### config.mk
export PLATFORM = sky130hd
export DESIGN_NAME = next_pc_ctrl
export DESIGN_NICKNAME = d
export VERILOG_FILES = /design/src/rtl/next_pc_ctrl.sv
export SDC_FILE = /design/constraint.sdc
export NUM_CORES = 1
export LEC_CHECK = 0
export ABC_AREA = 1
export CAP_MARGIN = 20
export CORE_AREA = 2 2 86 88
export CTS_CLUSTER_SIZE = 12
export DETAILED_ROUTE_END_ITERATION = 7
export DIE_AREA = 0 0 88 90
export PLACE_DENSITY = 0.79
export RECOVER_POWER = 25
export SYNTH_ARGS = -nofsm -noshare
export SYNTH_HDL_FRONTEND = slang
export SYNTH_SLANG_ARGS = --single-unit
### constraint.sdc
create_clock -name clk -period 2.6 [get_ports clk]
set_input_delay 0.52 -clock clk [delete_from_list [all_inputs] [get_ports clk]]
set_output_delay 0.52 -clock clk [all_outputs]
set_load 0.02 [all_outputs]
### src/rtl/next_pc_ctrl.sv
// Next-PC selection for a simple in-order core.
// Picks the PC register D input from reset, stall, interrupt entry,
// return-from-interrupt, subroutine return/call, jump, branch or the
// sequential increment, and tracks the interrupt return PC and the
// return-address storage.
// Optional feature macro: RAS_EN
//   defined   -> RAS_DEPTH-entry circular return stack (overflow overwrites oldest)
//   undefined -> single link register with a valid bit
`ifndef ISIZE
`define ISIZE 16
`endif

module next_pc_ctrl #(
  parameter logic [`ISIZE-1:0] IRQ_VECTOR = 'h0010,
  parameter int unsigned       RAS_DEPTH  = 4
) (
  input  logic              clk,
  input  logic              rst,
  input  logic [`ISIZE-1:0] curr_pc,
  input  logic              stall,
  input  logic              branch_taken,
  input  logic [`ISIZE-1:0] branch_target,
  input  logic              jump,
  input  logic [`ISIZE-1:0] jump_target,
  input  logic              call,
  input  logic [`ISIZE-1:0] call_target,
  input  logic              ret,
  input  logic              irq_req,
  input  logic              reti,
  output logic [`ISIZE-1:0] next_pc,
  output logic              flush,
  output logic              irq_ack,
  output logic              ras_err
);

  typedef enum logic {RUN, ISR} state_t;

  state_t            state, state_next;
  logic [`ISIZE-1:0] epc;
  logic [`ISIZE-1:0] inc_pc;
  logic [`ISIZE-1:0] lower_pc;
  logic              redirect;
  logic              push_req, pop_req, underflow_req, leave_isr;
  logic              irq_take;
  logic              advance;
  logic              do_push, do_pop;
  logic              stack_empty;
  logic              overflow;
  logic [`ISIZE-1:0] stack_top;

  if (RAS_DEPTH == 0) begin : g_bad_depth
    $error("next_pc_ctrl: RAS_DEPTH must be at least 1");
  end

  assign inc_pc   = curr_pc + `ISIZE'(1);
  assign irq_take = (state == RUN) && irq_req;
  assign advance  = !rst && !stall;
  assign do_push  = advance && push_req;
  assign do_pop   = advance && pop_req;

  // Everything below interrupt entry: also the value captured into epc on entry.
  always_comb begin
    lower_pc      = inc_pc;
    redirect      = 1'b0;
    push_req      = 1'b0;
    pop_req       = 1'b0;
    underflow_req = 1'b0;
    leave_isr     = 1'b0;
    if ((state == ISR) && reti) begin
      lower_pc  = epc;
      redirect  = 1'b1;
      leave_isr = 1'b1;
    end else if (ret) begin
      // ret wins over a simultaneous call; the call is simply dropped
      if (!stack_empty) begin
        lower_pc = stack_top;
        redirect = 1'b1;
        pop_req  = 1'b1;
      end else begin
        underflow_req = 1'b1;
      end
    end else if (call) begin
      lower_pc = call_target;
      redirect = 1'b1;
      push_req = 1'b1;
    end else if (jump) begin
      lower_pc = jump_target;
      redirect = 1'b1;
    end else if (branch_taken) begin
      lower_pc = branch_target;
      redirect = 1'b1;
    end
  end

  // Final PC mux, flush and FSM next state.
  // On interrupt entry the lower-priority action still completes (its stack
  // effect included) so that epc resumes exactly where execution would have gone.
  always_comb begin
    next_pc    = lower_pc;
    flush      = redirect && (lower_pc != inc_pc);
    state_next = state;
    if (rst) begin
      next_pc    = '0;
      flush      = 1'b0;
      state_next = RUN;
    end else if (stall) begin
      next_pc = curr_pc;
      flush   = 1'b0;
    end else if (irq_take) begin
      next_pc    = IRQ_VECTOR;
      flush      = (IRQ_VECTOR != inc_pc);
      state_next = ISR;
    end else if (leave_isr) begin
      state_next = RUN;
    end
  end

  // FSM state register.
  always_ff @(posedge clk) begin
    if (rst) state <= RUN;
    else     state <= state_next;
  end

  // Interrupt return PC, captured on entry.
  always_ff @(posedge clk) begin
    if (rst)                       epc <= '0;
    else if (advance && irq_take)  epc <= lower_pc;
  end

  // Registered one-cycle status pulses.
  always_ff @(posedge clk) begin
    if (rst) begin
      irq_ack <= 1'b0;
      ras_err <= 1'b0;
    end else begin
      irq_ack <= advance && irq_take;
      ras_err <= advance && (underflow_req || (push_req && overflow));
    end
  end

`ifdef RAS_EN
  localparam int unsigned      PW   = (RAS_DEPTH > 1) ? $clog2(RAS_DEPTH) : 1;
  localparam int unsigned      CW   = $clog2(RAS_DEPTH + 1);
  localparam logic [PW-1:0]    LAST = PW'(RAS_DEPTH - 1);
  localparam logic [CW-1:0]    FULL = CW'(RAS_DEPTH);

  logic [`ISIZE-1:0] stack_mem [RAS_DEPTH];
  logic [PW-1:0]     wr_ptr, top_ptr;
  logic [CW-1:0]     count;
  logic              stack_full;

  assign top_ptr     = (wr_ptr == '0) ? LAST : wr_ptr - PW'(1);
  assign stack_empty = (count == '0);
  assign stack_full  = (count == FULL);
  assign stack_top   = stack_mem[top_ptr];
  assign overflow    = stack_full;

  // Circular pointer and occupancy; a push when full overwrites the oldest slot.
  always_ff @(posedge clk) begin
    if (rst) begin
      wr_ptr <= '0;
      count  <= '0;
    end else if (do_push) begin
      wr_ptr <= (wr_ptr == LAST) ? '0 : wr_ptr + PW'(1);
      if (!stack_full) count <= count + CW'(1);
    end else if (do_pop) begin
      wr_ptr <= top_ptr;
      count  <= count - CW'(1);
    end
  end

  // Stack storage; contents are don't-care while empty so no reset is needed.
  always_ff @(posedge clk) begin
    if (do_push) stack_mem[wr_ptr] <= inc_pc;
  end
`else
  logic [`ISIZE-1:0] link;
  logic              link_valid;

  assign stack_empty = !link_valid;
  assign stack_top   = link;
  assign overflow    = 1'b0;

  // Single link register: push overwrites, pop invalidates.
  always_ff @(posedge clk) begin
    if (rst) begin
      link       <= '0;
      link_valid <= 1'b0;
    end else if (do_push) begin
      link       <= inc_pc;
      link_valid <= 1'b1;
    end else if (do_pop) begin
      link_valid <= 1'b0;
    end
  end
`endif

endmodule
# Word level (Yosys, flattened, before mapping)
# Index checks and enable logic that the tools add are counted.
# W data, S select, Z words.
totals:
  in_bits: 73
  register_bits: 36
classes:
  n_mux: 31
  addsub: 1
  n_reduce_logical: 13
  n_bitwise: 2
  eq_ne: 2
ops:
  columns: ["op", "n"]
  rows:
  - ["$mux W16", 9]
  - ["$mux W1", 22]
  - ["$add A16 B1 Y16 const B", 1]
  - ["$ne A16 B16 Y1", 1]
  - ["$ne A5 B16 Y1 const A", 1]
  - ["$logic_and A1 B1 Y1", 8]
  - ["$reduce_bool A2 Y1", 2]
  - ["$logic_not A1 Y1", 2]
  - ["$not A1 Y1", 2]
  - ["$reduce_and A2 Y1", 1]

# Logic depth before layout (Yosys ltp)
# Gate-level depths: netlist (run 1).
logic_depth:
  ltp_word: 11
  mapped_depth: 20
  mapped_depth_nobuf: 20

# Worst setup path before layout (run 1)
# No wires, ideal clock.
synth_timing:
  path_type: "input-to-output"
  startpoint: "in curr_pc[0]"
  endpoint: "out next_pc[15]"
  path_stages: 15
  path_slack_ns: 0.149
  required_ns: 2.080
  arrival_time_ns: 1.931
  path_cell_list: "buf_2 inv_1 nor2_4 nand2_2 o21bai_1 nand2_2 nand2_1 nand2_1 nand2_1 nand2_1 nand2_1 nand2_2 inv_2 nand2_1 a21oi_1"
synth_between:
  elab_chain_len: 9
  word_cells_on_any_way: 10
  cone_classes: "add/sub (1); mux (9)"
synth_lines:
  columns: ["item", "line_no", "source"]
  rows:
  - ["start, declared", "19", "input logic [`ISIZE-1:0] curr_pc,"]
  - ["$add A16 B1 Y16 (*)", "55", "assign inc_pc = curr_pc + `ISIZE'(1);"]
  - ["$mux W16", "89", "end else if (branch_taken) begin"]
  - ["$mux W16", "86", "end else if (jump) begin"]
  - ["$mux W16", "82", "end else if (call) begin"]
  - ["$mux W16 (*)", "73", "end else if (ret) begin"]
  - ["$mux W16 (*)", "69", "if ((state == ISR) && reti) begin"]
  - ["$mux W16 (*)", "109", "end else if (irq_take) begin"]
  - ["$mux W16 (*)", "106", "end else if (stall) begin"]
  - ["$mux W16 (*)", "102", "if (rst) begin"]
  - ["end, declared", "30", "output logic [`ISIZE-1:0] next_pc,"]
# Mark *: on every way between the ends. The rest lies on a longest branch, timed or not.

# Final worst setup path (run 1)
layout_timing:
  startpoint: "in jump_target[4]"
  endpoint: "out flush"
layout_between:
  elab_chain_len: 9
layout_lines:
  columns: ["item", "line_no", "source"]
  rows:
  - ["start, declared", "24", "input logic [`ISIZE-1:0] jump_target,"]
  - ["$mux W16", "86", null]
  - ["$mux W16", "82", null]
  - ["$mux W16", "73", null]
  - ["$mux W16", "69", null]
  - ["$ne A16 B16 Y1", "100", "flush = redirect && (lower_pc != inc_pc);"]
  - ["$logic_and A1 B1 Y1", "100", null]
  - ["$mux W1", "109", null]
  - ["$mux W1", "106", null]
  - ["$mux W1", "102", null]
  - ["end, declared", "31", "output logic flush,"]
# No other way between the ends.

==> results.md, run 1 <==
* Run status: finished with violations
* Violated checks: negative setup slack
* WS Path Type: in -> out
* Clock Sinks at 36
* Final setup viols at 27
* Netlist cell types at 33
* Worst path bufs/invs at 3
* Pre-CTS setup slack at -1322 ps
* DRT Pass-1 Iters at 8
* Final std cells w/o fill at around 940
* WL final at 19630 um
* Simple-gate share of the synthesized area at 43.91%
* Area of the multi-input gates at around 0.0028 mm^2
* Post-Synth Adder-Cell Area at less than 1%
* Placed Cells at between 800 and 900
* Worst-margin pin slew at just under 800 ps
* Worst stage delay on the critical path at 450 ps
* First-pass GRT wire length at approximately 24000 um
* Filler cell count at roughly 360
* Yosys reg bits at 36
* Yosys warnings at 0
* Hold Path End: epc[12]
* RePlAce Congestion at roughly 1.1
* Clock root buffer: clkbuf_8
* R2R Setup Slk at -20 ps
* CTS Hold Bufs at 0
* Hpwl dp at about 11000 um
* Clock Latency Late Sink at roughly 310 ps
* Pwr dens at 348.4 mW/mm^2
* Initial drt markers at approximately 850
* Main combinational cell family by area after synthesis: simple AND/OR/NAND/NOR gates
* Post-synthesis mux area share at 0%
* H-tree depth at 2
* Compound-Gate Fraction of Synth Area at a little over a fifth
* DRC Markers at 0
* Clk_skew at between 15 and 20 ps
* TritonCTS clock tree: built
* CP endpoint kind: output pin
* Max Slew Vio Count at 0
* Vias in the first global route at 5128
* Initial Util at between 40% and 50%
* GRT Total Usage at between 30% and 40%
* Initial antenna violation count at 0
* Lkg Pwr at 3.126 nW
* Type of the worst min-delay path: reg -> reg
* Slack of the critical path at -544.5 ps
* Antenna Cells at 0
* Crit-path leading delay family: simple AND/OR/NAND/NOR gates
* Vias per cell at a little over 6
* IO buf count at 91
* Post-layout util at about 88%
* Grt total ovfl at 0
* Cell repeated most along the worst path: nand2_1
* RSZ-0062 raised after global routing: true
* Storage element area at a little over 700 um^2
* Peak supply drop at between 300 and 400 uV
* Core box area at around 0.007 mm^2
* Min-Delay Startpoint: epc[12]
* Fin. Hold Viols at 0
* Final Cycle Share at 120.9%
* Routed Antenna Nets at 0
* Max Cap Viol at 0
* Syn avg cell area at 5.486 um^2
* CP arrival at roughly 2600 ps
* Worst reg-to-reg path cell count at 18
* Io pins at 92
* XOR/XNOR share of the synthesized area at less than 1%
* CP required at approximately 2100 ps
* CTS Buf Count at 5
* Seq/Total Area, Yosys at 21.79%
* Synthesized net count at around 680
* Worst-path clk slew at 80 ps
* Clock tree buffer depth at 2
* Site Rows at 31
* Critical Path Start Type: input pin
* Die X at around 88 um
* Die area at 0.007920 mm^2
* Fmax at approximately 0.32 GHz
* FF-to-FF Start: link_valid
* Reg-to-Reg End: epc[1]
* Total number of vias at about 5.7k
* WL/cell at between 20 and 25 um
* Hold depth at 2
* Synthesis-to-finish area growth at 87.52%
* Relative slew slack at 48.75%
* Min cycle time layout at 3145 ps
* Critical-path cell list: clkdlybuf4s50_1, nor2_1, nor2_1, nand2_1, nand2_2, nand3_2, nand2_1, nand2_1, nand2_1, nand2_1, nor2_2, nand2_1, nor2_1, nand3_1, nor2_1, nand3_1, nand2_1, inv_1, buf_6
* Largest net degree at the start of global routing at 21
* Mapped Cells at 603
* Mapped cell area at between 0.003 and 0.004 mm^2
* CP max-delay cell: clkdlybuf4s50_1
* Share of layout cells above drive strength 1 at 42.76%
* Die height at ~90 um
* Layout Nets at roughly 900
* CP max FO at 3
worst min-delay path, cell delays in order (launching register included):
cell and delay, ps:
dfxtp_1 320, nand3_1 70, nand2_1 50
power by group:
| group | switching (mW) | internal [mW] | leakage, nW |
|---|---|---|---|
| registers | 0.0197 | 0.579 | 0.294 |
| logic | 0.590 | 0.506 | 2.79 |
| clock network | 0.251 | 0.216 | 0.0445 |
per-layer routing:
layer,wire [um],track usage [%]
met1,6436,42.40
met2,8702,68.12
met3,2233,4.408
met4,2260,22.44
met5,0,0
metrics by stage:
stage               power (mW)  TNS (ps)  cell area [um^2]  hold slack, ps
detailed placement       1.406    -15280              5223           471.0
floorplan               0.9614         0              3308           450.3
finish                   2.161     -3383              6203           479.5
CTS                      1.930    -865.1              5734           481.4
global placement         1.391    -14780              5223           460.7
global route             2.235     -6370              6203           508.2
flip-flops by register name, summed over array words and instances, names as in the netlist:
signal / count
link_valid: 1
state: 1
irq_ack: 1
epc: 16
ras_err: 1
link: 16
worst max-delay path by stage:
stage                               from          end  cells after the start
final                     jump_target[4]        flush                     19
after global routing      jump_target[4]        flush                     19
after CTS                     curr_pc[1]        flush                     21
after detailed placement      curr_pc[0]        flush                     22
after global placement        curr_pc[0]        flush                     22
after floorplan               curr_pc[0]  next_pc[15]                     15
cells in the mapped netlist, drive strengths merged:
| cell | count | share of area [%] |
|---|---|---|
| nand3 | 61 | 9.4 |
| ha | 2 | 0.76 |
| o21ai | 50 | 7.6 |
| a31oi | 6 | 1.1 |
| xor2 | 1 | 0.26 |
| inv | 75 | 8.5 |
| clkbuf | 14 | 1.6 |
| buf | 10 | 2.0 |
| a21oi | 49 | 7.4 |
| a211oi | 1 | 0.23 |
| or2 | 2 | 0.38 |
| nand4 | 8 | 1.7 |
| o211ai | 3 | 0.68 |
| o221a | 5 | 1.7 |
| nand2 | 203 | 24 |
| o21bai | 2 | 0.45 |
| o221ai | 1 | 0.26 |
| o22ai | 8 | 1.5 |
| nor2 | 59 | 7.6 |
| nand3b | 2 | 0.45 |
| nor3 | 1 | 0.15 |
| dfxtp | 36 | 22 |
| clkinv | 2 | 0.23 |
| nor4 | 2 | 0.38 |
logic make-up (layout without fill, tap and decap cells):
kind of cell    count (synthesis)  after routing
flops                          36             36
xor+xnor                        1              1
fa+ha+maj                       2              2
simple gates                  338            338
buf+inv                       101            340
compound gates                125            125
layout by cell type (no fill, tap or decap), types with 4 or more instances in the layout:
cell	netlist	layout
nand2_4	0	13
clkdlybuf4s50_1	0	40
o221a_2	5	5
a31oi_1	6	6
clkbuf_2	0	8
a21oi_2	0	12
buf_4	4	150
nand3_2	1	20
nor2_4	2	15
inv_2	5	7
dlymetal6s2s_1	0	7
nand2_1	192	132
o22ai_1	8	6
nor2_2	6	8
o21ai_0	44	43
buf_12	0	4
clkbuf_8	0	6
dlygate4sd2_1	0	5
o21ai_1	6	6
nand2_2	11	58
nand3_4	0	5
dfxtp_1	36	35
buf_2	5	4
nand4_1	7	7
buf_6	1	29
nor2_1	51	36
inv_1	70	68
a21oi_1	49	37
nand3_1	60	36
area by class of cell:
type / instances / area share (%)
Clock buffer: 7 / 1.392
Clock inverter: 1 / 0.1210
Inverter: 77 / 4.659
Multi-Input combinational cell: 466 / 44.64
Sequential cell: 36 / 11.68
Tap cell: 99 / 1.997
Timing Repair Buffer: 255 / 35.52
timing repair:
item                                    4_1_cts  5_1_grt
resized for setup                           231      143
pin swaps                                    56       75
setup buffers                                24       17
gates cloned                                  0        0
endpoints found under the setup margin       17       18
Power figures use the tool's default switching activity.
==> inputs of run 2 (changes only) <==
Settings changed: RECOVER_POWER 25 to not set.
==> run 2 against run 1 <==
  * The flow finishes with violations (design-rule violations, negative setup slack)
  * Final cell count is the same
  * Power increased by 0.24%
  * Hold slack hardly changed
  * Setup slack gained 4.7 ps
  * Clock skew increased by 0.97 ps
  * Largest cell class unchanged
  * Highest routed layer unchanged
==> results.md, run 2 (synthesis results as in run 1) <==
* Vias in the first global route at 5128 (unchanged)
* Layout Nets at 916 (unchanged)
* Grt total ovfl at 0 (unchanged)
* Worst-path clk slew at 100 ps (+20 ps)
* Clock root buffer: clkbuf_8
* Filler cell count at 355 (-0.28%)
* Largest registers: epc x16, link x16
* RSZ-0062 raised after global routing: true
* Die height at 90 um (unchanged)
* Hpwl dp at 10660 um (unchanged)
* Final Cycle Share at 120.8% (-0.18 points)
* Share of layout cells above drive strength 1 at 42.87% (+0.12 points)
* Pwr dens at 348.9 mW/mm^2 (+0.14%)
* CP arrival at 2620 ps (about the same)
* Initial antenna violation count at 0 (unchanged)
* Clock network power share at 21.8% (+0.2 points)
* Sequential Power Share at 27.6% (about the same)
* WS Path Type: reg -> out
* Final Cell Area at 0.006210 mm^2 (+0.10%)
* Io pins at 92 (unchanged)
* IO buf count at 91 (unchanged)
* Run status: finished with violations
* Initial drt markers at 786 (-7.1%)
* Largest net degree at the start of global routing at 21 (unchanged)
* Peak supply drop at 334.6 uV (+1.4%)
* Slack of the critical path at -539.8 ps (+4.663 ps)
* Grt peak-use layer: met2
* Vias per cell at 6.135 (+0.65%)
* GRT Total Usage at 38.26% (unchanged)
* Worst-margin pin slew at 707.6 ps (-61.20 ps)
* Storage element area at 724.4 um^2 (unchanged)
* Relative slew slack at 52.78% (+4.0 points)
* Max Slew Vio Count at 0 (unchanged)
* CP max FO at 4 (+1)
* Logic pwr share at 50.6% (about the same)
* Critical Path Start Type: flip-flop
* CP endpoint kind: output pin
* CTS Buf Count at 5 (unchanged)
* CP required at 2080 ps (about the same)
* Violated checks: design-rule violations, negative setup slack
* Final std cells w/o fill at 941 (unchanged)
* TritonCTS clock tree: built
* Core box area at 0.007020 mm^2 (unchanged)
* WL/cell at 20.83 um (-0.16%)
* Min cycle time layout at 3140 ps (-4.663 ps)
* Clock Latency Late Sink at 310 ps (about the same)
* Die area at 0.007920 mm^2 (unchanged)
* RePlAce Congestion at 1.101 (unchanged)
* Type of the worst min-delay path: reg -> reg
* Routed Antenna Nets at 0 (unchanged)
* Synthesis-to-finish area growth at 87.71%
* Lkg Pwr at 3.125 nW (about the same)
* Pwr Total at 2.166 mW (+0.24%)
* Internal power at 1.303 mW (+0.15%)
* Site Rows at 31 (unchanged)
* DRT Pass-1 Iters at 8 (unchanged)
* WL final at 19600 um (-0.16%)
* Met3 global-route usage at 4.408% (unchanged)
* Final setup viols at 15 (-44%)
* First-pass GRT wire length at 23910 um (unchanged)
* Met1 Usage GRT at 42.40% (unchanged)
* Psw at 0.8637 mW (+0.38%)
* Initial Util at 47.12% (unchanged)
* Cell Area, Placed at 0.005223 mm^2 (unchanged)
* DRC Markers at 1 (+1)
* Clock tree buffer depth at 2 (unchanged)
* Pre-CTS setup slack at -1322 ps (unchanged)
* Fmax at 0.3185 GHz (+0.15%)
* Commonest non-fill, non-tap cell in the layout: buf_4
* Area of the multi-input gates at 0.002769 mm^2 (unchanged)
* Clk_skew at 16.62 ps (+0.9677 ps)
* Clock Sinks at 36 (unchanged)
* Die X at 88 um (unchanged)
* Switching Share at 39.87% (+0.054 points)
* Setup TNS at -1938 ps (+1444 ps)
* Commonest cells after routing, fill and taps aside: 153 x buf_4, 132 x nand2_1, 68 x inv_1
* H-tree depth at 2 (unchanged)
* Total number of vias at 5773 (+0.65%)
* Placed Cells at 897 (unchanged)
* Fin. Hold Viols at 0 (unchanged)
* Max Cap Viol at 0 (unchanged)
* GRT met2 Usage at 68.12% (unchanged)
* Antenna Cells at 0 (unchanged)
-- run 2: changes by cell type in the layout (fill, tap and decap cells not counted) --
cell	previous run	this run
clkbuf_2	8	7
clkdlybuf4s50_1	40	43
dlygate4sd3_1	3	0
clkbuf_4	2	1
clkbuf_1	2	1
buf_4	150	153
-- run 2: repair_timing --
item                                    4_1_cts  5_1_grt
resized for setup                           231      143
setup buffers                                24       17
endpoints found under the setup margin       17       18
hold buffers                                  0        0
pin swaps                                    56       75
-- run 2: worst paths after layout --
| kind | from | to | slack [ps] | cells past startpoint |
|---|---|---|---|---|
| worst max-delay path | link_valid | flush | -540 | 19 |
| worst min register to register | epc[12] | epc[12] | 480 | 2 |
| worst min-delay path | epc[12] | epc[12] | 480 | 2 |
| worst max register to register | link_valid | epc[1] | -30 | 18 |
-- run 2: area by class of cell --
class | instances | share of cell area (%)
repair buffers | 255 | 35.58
clock buffers | 7 | 1.390
well taps | 99 | 1.995
inverters | 77 | 4.654
flip-flops and latches | 36 | 11.67
clock inverters | 1 | 0.1209
multi-input cells | 466 | 44.59
-- run 2: critical path, cell delays in order, from the launching register on --
cell     delay (ps)
dfxtp_4         410
inv_1            90
nand2_2         100
buf_4           160
nand2_1         170
nand2_1         150
nand3_2         120
nand2_1          90
nand2_1          70
nand2_1          70
nand2_1          80
nor2_2          110
nand2_1          80
nor2_1          120
nand3_1          80
nor2_1          100
nand3_1          80
nand2_1          60
inv_1            40
buf_6           120
-- run 2: per-layer routing --
metal  wire length (um)  vias to the layer above  part of all wire [%]
met5                  0                        -                     0
met4               2161                        0                    11
met3               2293                      220                    12
met2               8827                      548                    45
li1                   -                     2448                     -
met1               6320                     2557                    32
-- run 2: power by group through the flow --
| stage | Sequential (mW) | Clock, mW | Combinational [mW] |
|---|---|---|---|
| 2_1_floorplan | 0.603 | 0 | 0.358 |
| 3_3_place_gp | 0.603 | 0 | 0.788 |
| 3_5_place_dp | 0.605 | 0 | 0.802 |
| 4_1_cts | 0.592 | 0.441 | 0.896 |
| 5_1_grt | 0.600 | 0.488 | 1.15 |
| 6_report | 0.598 | 0.472 | 1.10 |
-- run 2: stage by stage --
step	util, %	hold WS, ps
6_report	88.45	479.3
5_1_grt	88.45	508.2
4_1_cts	81.68	481.4
3_5_place_dp	74.39	471.0
3_3_place_gp	74.39	460.7
2_1_floorplan	-	450.3
